`src/rtl/alarm_set_pkg.sv`:
```
// Shared types, limits and BCD helpers for the alarm/time entry front end.
package alarm_set_pkg;

    typedef enum logic [1:0] {
        IDLE     = 2'd0,
        EDIT_HR  = 2'd1,
        EDIT_MIN = 2'd2,
        COMMIT   = 2'd3
    } state_e;

    localparam logic [4:0] HOUR_MAX = 5'd23;
    localparam logic [5:0] MIN_MAX  = 6'd59;

    // Binary 0..59 to {tens, units} BCD.
    function automatic logic [7:0] bin_to_bcd(input logic [5:0] bin);
        logic [3:0] tens;
        logic [3:0] units;
        tens  = 4'(bin / 6'd10);
        units = 4'(bin - (bin / 6'd10) * 6'd10);
        return {tens, units};
    endfunction

    // Hours only reach 23, so the tens digit fits in two bits.
    function automatic logic [5:0] hour_to_bcd(input logic [4:0] hour);
        logic [1:0] tens;
        logic [3:0] units;
        if (hour >= 5'd20) begin
            tens  = 2'd2;
            units = 4'(hour - 5'd20);
        end else if (hour >= 5'd10) begin
            tens  = 2'd1;
            units = 4'(hour - 5'd10);
        end else begin
            tens  = 2'd0;
            units = 4'(hour);
        end
        return {tens, units};
    endfunction

endpackage

```
`src/rtl/btn_debounce.sv`:
```
// Synchronise a raw push-button, filter bounces and emit a one-cycle
// registered pulse on each accepted press.
module btn_debounce #(
    parameter int DEB_CYCLES = 4
) (
    input  logic clk,
    input  logic reset,
    input  logic raw,
    output logic press
);

    localparam int CW = (DEB_CYCLES > 1) ? $clog2(DEB_CYCLES) : 1;
    localparam logic [CW-1:0] CNT_LAST = CW'(DEB_CYCLES - 1);

    logic          sync1_r;
    logic          sync2_r;
    logic          stable_r;
    logic          stable_d_r;
    logic [CW-1:0] cnt_r;
    logic          press_r;

    // Synchroniser, stability counter and rising-edge press pulse
    always_ff @(posedge clk) begin
        if (reset) begin
            sync1_r    <= 1'b0;
            sync2_r    <= 1'b0;
            stable_r   <= 1'b0;
            stable_d_r <= 1'b0;
            cnt_r      <= '0;
            press_r    <= 1'b0;
        end else begin
            sync1_r    <= raw;
            sync2_r    <= sync1_r;
            stable_d_r <= stable_r;
            press_r    <= stable_r & ~stable_d_r;
            if (sync2_r != stable_r) begin
                if (cnt_r == CNT_LAST) begin
                    stable_r <= sync2_r;
                    cnt_r    <= '0;
                end else begin
                    cnt_r    <= cnt_r + CW'(1);
                end
            end else begin
                cnt_r <= '0;
            end
        end
    end

    assign press = press_r;

endmodule

```
`src/rtl/alarm_time_setter.sv`:
```
// Button-driven HH:MM entry: debounced presses step an edit FSM that commits
// the entered digits to the clock core with a single-cycle load strobe.
module alarm_time_setter
    import alarm_set_pkg::*;
#(
    parameter int DEB_CYCLES     = 4,
    parameter int TIMEOUT_CYCLES = 1000
) (
    input  logic       clk,
    input  logic       reset,
    input  logic       btn_edit,
    input  logic       btn_up,
    input  logic       sel_alarm,
    output logic [1:0] H_in1,
    output logic [3:0] H_in0,
    output logic [3:0] M_in1,
    output logic [3:0] M_in0,
    output logic       LD_time,
    output logic       LD_alarm,
    output logic       edit_active,
    output logic       edit_field
);

    localparam int TW = $clog2(TIMEOUT_CYCLES);
    localparam logic [TW-1:0] TO_LAST = TW'(TIMEOUT_CYCLES - 1);

    logic          edit_press_s;
    logic          up_press_s;
    logic [5:0]    hour_bcd_s;
    logic [7:0]    min_bcd_s;

    state_e        state_r;
    logic [4:0]    hour_r;
    logic [5:0]    minute_r;
    logic          target_r;
    logic [TW-1:0] idle_cnt_r;
    logic          ld_time_r;
    logic          ld_alarm_r;
    logic          edit_active_r;
    logic          edit_field_r;
    logic [1:0]    h1_r;
    logic [3:0]    h0_r;
    logic [3:0]    m1_r;
    logic [3:0]    m0_r;

    btn_debounce #(.DEB_CYCLES(DEB_CYCLES)) u_deb_edit (
        .clk   (clk),
        .reset (reset),
        .raw   (btn_edit),
        .press (edit_press_s)
    );

    btn_debounce #(.DEB_CYCLES(DEB_CYCLES)) u_deb_up (
        .clk   (clk),
        .reset (reset),
        .raw   (btn_up),
        .press (up_press_s)
    );

    // Edit FSM with hour/minute counters, inactivity timer and load strobes
    always_ff @(posedge clk) begin
        if (reset) begin
            state_r       <= IDLE;
            hour_r        <= 5'd0;
            minute_r      <= 6'd0;
            target_r      <= 1'b0;
            idle_cnt_r    <= '0;
            ld_time_r     <= 1'b0;
            ld_alarm_r    <= 1'b0;
            edit_active_r <= 1'b0;
            edit_field_r  <= 1'b0;
        end else begin
            ld_time_r  <= 1'b0;
            ld_alarm_r <= 1'b0;
            case (state_r)
                IDLE: begin
                    if (edit_press_s) begin
                        state_r       <= EDIT_HR;
                        target_r      <= sel_alarm;
                        idle_cnt_r    <= '0;
                        edit_active_r <= 1'b1;
                        edit_field_r  <= 1'b0;
                    end
                end
                EDIT_HR: begin
                    // Edit is tested first so a coincident up press is dropped.
                    if (edit_press_s) begin
                        state_r      <= EDIT_MIN;
                        idle_cnt_r   <= '0;
                        edit_field_r <= 1'b1;
                    end else if (up_press_s) begin
                        hour_r     <= (hour_r == HOUR_MAX) ? 5'd0 : hour_r + 5'd1;
                        idle_cnt_r <= '0;
                    end else if (idle_cnt_r == TO_LAST) begin
                        state_r       <= IDLE;
                        idle_cnt_r    <= '0;
                        edit_active_r <= 1'b0;
                        edit_field_r  <= 1'b0;
                    end else begin
                        idle_cnt_r <= idle_cnt_r + TW'(1);
                    end
                end
                EDIT_MIN: begin
                    if (edit_press_s) begin
                        state_r       <= COMMIT;
                        idle_cnt_r    <= '0;
                        edit_active_r <= 1'b0;
                        edit_field_r  <= 1'b0;
                        ld_time_r     <= ~target_r;
                        ld_alarm_r    <= target_r;
                    end else if (up_press_s) begin
                        minute_r   <= (minute_r == MIN_MAX) ? 6'd0 : minute_r + 6'd1;
                        idle_cnt_r <= '0;
                    end else if (idle_cnt_r == TO_LAST) begin
                        state_r       <= IDLE;
                        idle_cnt_r    <= '0;
                        edit_active_r <= 1'b0;
                        edit_field_r  <= 1'b0;
                    end else begin
                        idle_cnt_r <= idle_cnt_r + TW'(1);
                    end
                end
                COMMIT: begin
                    state_r <= IDLE;
                end
                default: begin
                    state_r       <= IDLE;
                    edit_active_r <= 1'b0;
                    edit_field_r  <= 1'b0;
                end
            endcase
        end
    end

    assign hour_bcd_s = hour_to_bcd(hour_r);
    assign min_bcd_s  = bin_to_bcd(minute_r);

    // BCD digit registers trail the binary counters by one cycle
    always_ff @(posedge clk) begin
        if (reset) begin
            h1_r <= 2'd0;
            h0_r <= 4'd0;
            m1_r <= 4'd0;
            m0_r <= 4'd0;
        end else begin
            h1_r <= hour_bcd_s[5:4];
            h0_r <= hour_bcd_s[3:0];
            m1_r <= min_bcd_s[7:4];
            m0_r <= min_bcd_s[3:0];
        end
    end

    assign H_in1       = h1_r;
    assign H_in0       = h0_r;
    assign M_in1       = m1_r;
    assign M_in0       = m0_r;
    assign LD_time     = ld_time_r;
    assign LD_alarm    = ld_alarm_r;
    assign edit_active = edit_active_r;
    assign edit_field  = edit_field_r;

endmodule

```
`config.mk`:
```
export PLATFORM = sky130hd
export DESIGN_NAME = alarm_time_setter
export DESIGN_NICKNAME = d
export VERILOG_FILES = /design/src/rtl/alarm_set_pkg.sv /design/src/rtl/btn_debounce.sv /design/src/rtl/alarm_time_setter.sv
export SDC_FILE = /design/constraint.sdc
export NUM_CORES = 1
export LEC_CHECK = 0
export BUFFER_PORTS_ARGS = -buffer_cell sky130_fd_sc_hd__clkbuf_2
export CAP_MARGIN = 40
export CELL_PAD_IN_SITES_DETAIL_PLACEMENT = 0
export CELL_PAD_IN_SITES_GLOBAL_PLACEMENT = 1
export CORE_ASPECT_RATIO = 1.4
export CORE_MARGIN = 10
export CORE_UTILIZATION = 35
export CTS_CLUSTER_SIZE = 8
export DETAILED_ROUTE_END_ITERATION = 8
export GPL_ROUTABILITY_DRIVEN = 0
export PLACE_DENSITY = 0.65
export SYNTH_ARGS = -nofsm -noshare
export SYNTH_HDL_FRONTEND = slang
export SYNTH_HIERARCHICAL = 1
export SYNTH_SLANG_ARGS = --single-unit
```
`constraint.sdc`:
```
create_clock -name clk -period 5.3 [get_ports clk]
set_clock_uncertainty 0.1 [all_clocks]
set_input_delay 0.53 -clock clk [delete_from_list [all_inputs] [get_ports clk]]
set_output_delay 0.53 -clock clk [all_outputs]
set_load 0.005 [all_outputs]
```
==> results.cfg, run 1 <==
[setup_path]
worstPathArrival_ns = 3.77
crit_fanout = 12
crit_slowest_cell = dfxtp_1
cp.required_ns = 5.46
worst_path_most_repeated_cell = ha_1
crit_type = reg2reg
cp-start-kind = flop
crit_chain = inv_1 -> ha_1 -> nand2b_1 -> a22oi_1 -> o21ai_0 -> o21a_1 -> ha_1 -> a32oi_1 -> o211ai_2 -> nand2_1 -> ha_1 -> inv_1 -> fa_1 -> xor2_1 -> a21o_1 -> a21oi_2
cp_slowest_stage_delay_ns = 0.57
end_kind = flop

[yosys]
synthCells = 284
syn_nets = 311
synth.distinct_cells = 57
synthArstFlopShare = 0
avgSynthCellArea_sq_um = 9.366
synth_edf_count = 0
yosys_warnings = 6
synth_seq_cells = 55
synthFlopType = dfxtp_1
netlist_area_sq_um = 2660
ys_seq_area_frac = 0.4139

[layout]
fin_area_sq_um = 2934
final_common_cell = dfxtp_1
fin_nets = 330
finish.utilization = 0.3986
antenna_cells = 0
final_cell_count_no_fill = 401
layout-area-overhead-vs-synth_pct = 10.30
layout-drive-gt1-share = 0.1612
final_cell_mix = dfxtp_1, nor2_1, ha_1, clkbuf_2, inv_1

[sta]
final.period_utilization = 0.6818
tns_ns = 0
finalMaxSlewViolations = 0
setup_ws_ns = 1.686
grt_setup_unrepaired = no
min_period_ns = 3.614
setup_viol = 0
hold_viol = 0
fmaxAchievable_mhz = 276.7

[global_routing]
grt_pass1_vias = 1971
overflow = 0
grt_pass1_wl_um = 8907
grt_max_degree = 44
grt_usage = 0.09439
antenna_found_initial = 0

[die]
core_area_sq_um = 7361
fp.dieH_um = 123.2
ios = 23
die_w_um = 93.68
die_area_sq_um = 11540
row_count = 37
start_util = 0.3614

[outcome]
status = finished, final reports clean

[clocking]
cts_max_level = 2
cts_made_buffers = 5
cts_resized = 0
clk_path_buf_depth = 2
postCtsSetupBuffers = 0
clockRootBuffer = clkbuf_8
cts_tree = done
cts.sinks = 55
clkTransAtPathRegs_ns = 0.11
clk-insertion-delay-late_ns = 0.33
hold_buffers = 0

[place]
hpwl_um = 3578
dp_slack_ns = 1.704
io_buffers = 21
dpl_cell_area_sq_um = 2834
dp.cells = 393

[drt]
route.detailed.drc = 0
drt_iter0_drc = 57
routed_wl_um = 4952
via_count = 1886
post_drt_wl_per_cell_um = 12.35
dr.pass1.iters = 4
postRouteAntennaNets = 0
via_per_inst = 4.703

[power]
powerDensity_nw_per_um2 = 234.2
ir_worst_vdd_mv = 0.09778
p_leak_uw = 0.001139

[worst_hold_path]
hold_class = reg2reg

[flow_run]
cap_violations = 0
-- layer usage --
metal	part of all wire	global-route usage	vias up	wire, um
met5	0	0	-	0
met4	0.020	0.04667	0	98
met3	0.039	0.02911	7	192
met2	0.49	0.1594	16	2412
met1	0.45	0.1048	864	2249
li1	-	-	999	-
-- cells by family after synthesis --
family / after synthesis / share of synthesized area
adder cells (fa/ha/maj): 22 / 0.1063
AO/OA/AOI/OAI: 46 / 0.1251
buffers and inverters: 28 / 0.04797
AND/OR/NAND/NOR: 111 / 0.2338
other: 1 / 0.001410
multiplexers: 5 / 0.01882
XOR/XNOR: 16 / 0.05268
flip-flops: 55 / 0.4139
-- per-stage QoR --
step	total power, uW	hold slack, ns
3_3_place_gp	438.1	0.2739
6_report	687.1	0.2897
4_1_cts	703.9	0.2934
2_1_floorplan	432.8	0.2674
5_1_grt	718.4	0.2869
3_5_place_dp	438.2	0.2763
-- registers in the layout (all words and copies together), names as in the netlist, 2 cells and up --
signal / flops
idle_cnt_r: 10
minute_r: 6
hour_r: 5
H_in0: 4
M_in0: 4
M_in1: 3
H_in1: 2
state_r: 2
u_deb_edit/cnt_r: 2
u_deb_up/cnt_r: 2
-- Yosys cell counts, types with 5 or more instances --
| cell type | number | area share |
|---|---|---|
| nand3_1 | 5 | 0.0094 |
| nor2_1 | 41 | 0.058 |
| nand4_1 | 6 | 0.014 |
| dfxtp_1 | 55 | 0.41 |
| mux2i_1 | 5 | 0.019 |
| nor2b_1 | 9 | 0.021 |
| a21oi_1 | 17 | 0.032 |
| ha_1 | 21 | 0.099 |
| nand2_1 | 17 | 0.024 |
| o21ai_0 | 6 | 0.011 |
| inv_1 | 18 | 0.025 |
| xnor2_1 | 13 | 0.043 |
-- worst max-delay path: cells and delay by family, from the launching register on --
kind            cells  cell delay [ns]
compound gates      7             1.10
xor+xnor            1             0.19
fa+ha+maj           4             1.14
buf+inv             2             0.16
flops               1             0.57
simple gates        2             0.27
-- power by group --
part / internal, uW / switching, uW
Sequential: 415 / 0.738
Combinational: 4.19 / 8.35
Clock: 102 / 157
Total: 521 / 166
-- worst paths after layout --
path | start | to | slack, ns | cells after the start
setup / recovery | minute_r[3] | M_in0[3] | 1.69 | 16
hold / removal | u_deb_up/stable_d_r | u_deb_up/press | 0.29 | 1
setup reg to reg | minute_r[3] | M_in0[3] | 1.69 | 16
hold reg to reg | u_deb_up/stable_d_r | u_deb_up/press | 0.29 | 1
-- layout make-up --
class	instances	area, sq um
fillers	764	4427
multi-input cells	201	1431
clock inverters	3	31.28
repair buffers	22	112.6
well taps	97	121.4
clock buffers	5	68.82
inverters	18	67.56
flip-flops and latches	55	1101
Note: power is estimated with default switching activity, not from simulation.
==> inputs of run 2 (changes only) <==
==> constraint.sdc (replaced) <==
create_clock -name clk -period 3.6 [get_ports clk]
set_clock_uncertainty 0.1 [all_clocks]
set_input_delay 0.36 -clock clk [delete_from_list [all_inputs] [get_ports clk]]
set_output_delay 0.36 -clock clk [all_outputs]
set_load 0.005 [all_outputs]
==> run 2 against run 1 <==
Net effect: combinational power increased by 60%; largest cell class unchanged; sequential power rose by 47%; cell count grew 0.50%; count of clock-buffer cells in the layout stayed put; worst setup slack got worse by 1.3 ns; critical path type unchanged; first-iteration DRC count fell by 1.8%; utilization rose by 0.32 points; sequential share of layout area down 0.30 points; cell area grew 0.81%; die area unchanged; global-route usage fell by 0.16 points; via count grew 2.6%.
==> results.cfg, run 2 (synthesized netlist as in run 1, its figures left out) <==
[die]
die_w_um = 93.68
start_util = 0.3614
ios = 23
row_count = 37
die_area_sq_um = 11540
core_area_sq_um = 7361
fp.dieH_um = 123.2

[place]
io_buffers = 21
hpwl_um = 3619
dpl_cell_area_sq_um = 2861
dp.cells = 395

[clocking]
cts_max_level = 2
hold_buffers = 0
clk-insertion-delay-late_ns = 0.31
cts_tree = done
cts.sinks = 55
cts_resized = 0
clk_path_buf_depth = 2
clockRootBuffer = clkbuf_8
postCtsSetupBuffers = 0
clkTransAtPathRegs_ns = 0.11
cts_made_buffers = 5

[layout]
layout-drive-gt1-share = 0.1667
final_cell_count_no_fill = 403
fill_cells = 775
fin_nets = 332
top_register = idle_cnt_r
final_cell_mix = dfxtp_1, nor2_1, ha_1, clkbuf_2, inv_1
final_common_cell = dfxtp_1
fin_area_sq_um = 2958
largest_reg_flops = 10
largest_registers = idle_cnt_r: 10 flops, minute_r: 6 flops, hour_r: 5 flops
layout-area-overhead-vs-synth_pct = 11.19
antenna_cells = 0

[setup_path]
end_kind = flop
reg2reg_from = minute_r[3]
crit_type = reg2reg
crit_chain = inv_1 -> ha_1 -> nand2b_1 -> a22oi_1 -> o21ai_0 -> o21a_1 -> ha_1 -> a32oi_1 -> o211ai_2 -> nand2_1 -> ha_1 -> inv_1 -> fa_1 -> xor2_1 -> a21o_1 -> a21oi_2
worst_path_most_repeated_cell = ha_1
crit_fanout = 4
crit_start = minute_r[3]
crit_slowest_cell = fa_1
cp.required_ns = 3.75
cp-start-kind = flop
cp_slowest_stage_delay_ns = 0.37
worstPathArrival_ns = 3.36

[sta]
hold_viol = 0
fmaxAchievable_mhz = 311.3
final.period_utilization = 0.8922
grt_setup_unrepaired = no
whs_ns = 0.1439
finalMaxSlewViolations = 0
setup_viol = 0
min_period_ns = 3.212
tns_ns = 0

[drt]
dr.pass1.iters = 4
postRouteAntennaNets = 0
via_count = 1935
via_per_inst = 4.801
post_drt_wl_per_cell_um = 12.44
route.detailed.drc = 0
drt_iter0_drc = 56
routed_wl_um = 5012

[global_routing]
grt_usage = 0.09277
grt_max_degree = 38
grt_pass1_vias = 1921
antenna_found_initial = 0
overflow = 0
grt_pass1_wl_um = 8845

[power]
p_leak_uw = 0.001148
power_uw = 995.0
powerDensity_nw_per_um2 = 336.4
ir_worst_vdd_mv = 0.1500

[flow_run]
cap_violations = 0

[worst_hold_path]
hold_class = in2reg
min_from = btn_edit

[outcome]
status = finished, final reports clean
## run 2: changes by cell type in the layout (fill, tap and decap cells not counted)
cell        delta
buf_12         +1
buf_4          +1
clkinv_4       +1
clkinvlp_4     +1
inv_6          -1
inv_8          -1
## run 2: worst max-delay path: cells and delay by family (launching register included)
kind                     cells  cell delay, ns
adder cells (fa/ha/maj)      4            1.12
AO/OA/AOI/OAI                7            1.05
buffers and inverters        2            0.10
AND/OR/NAND/NOR              2            0.25
flip-flops                   1            0.34
XOR/XNOR                     1            0.19
## run 2: final timing paths
kind	to	slack [ns]	cells past startpoint
max	M_in0[3]	0.39	16
min	u_deb_edit/sync1_r	0.14	2
max reg2reg	M_in0[3]	0.39	16
min reg2reg	u_deb_up/press	0.29	1
## run 2: routing by layer
metal,part of all wire,routed length (um),vias to the layer above,track usage
met5,0,0,-,0
met4,0.014,71,0,0.04000
met3,0.031,157,4,0.02426
met2,0.51,2533,17,0.1620
met1,0.45,2248,911,0.1034
li1,-,-,1003,-
## run 2: through the flow
step                worst slack (ns)    util
floorplan                     0.3975       -
global placement              0.4318  0.3860
detailed placement            0.3870  0.3887
CTS                           0.3420  0.4018
global route                 0.08037  0.4018
finish                        0.3880  0.4018
## run 2: cell type report
| type | instances | area (sq um) | area share |
|---|---|---|---|
| Clock buffer | 5 | 68.82 | 0.02327 |
| Inverter | 18 | 67.56 | 0.02284 |
| Sequential cell | 55 | 1101 | 0.3723 |
| Tap cell | 97 | 121.4 | 0.04103 |
| Clock inverter | 3 | 27.53 | 0.009306 |
| Timing Repair Buffer | 24 | 140.1 | 0.04738 |
| Multi-Input combinational cell | 201 | 1431 | 0.4839 |
## run 2: report_power, final
part	internal [uW]	switching (uW)	total, uW
clock network	143	220	363
registers	611	1.15	612
logic	7.65	12.3	20.0
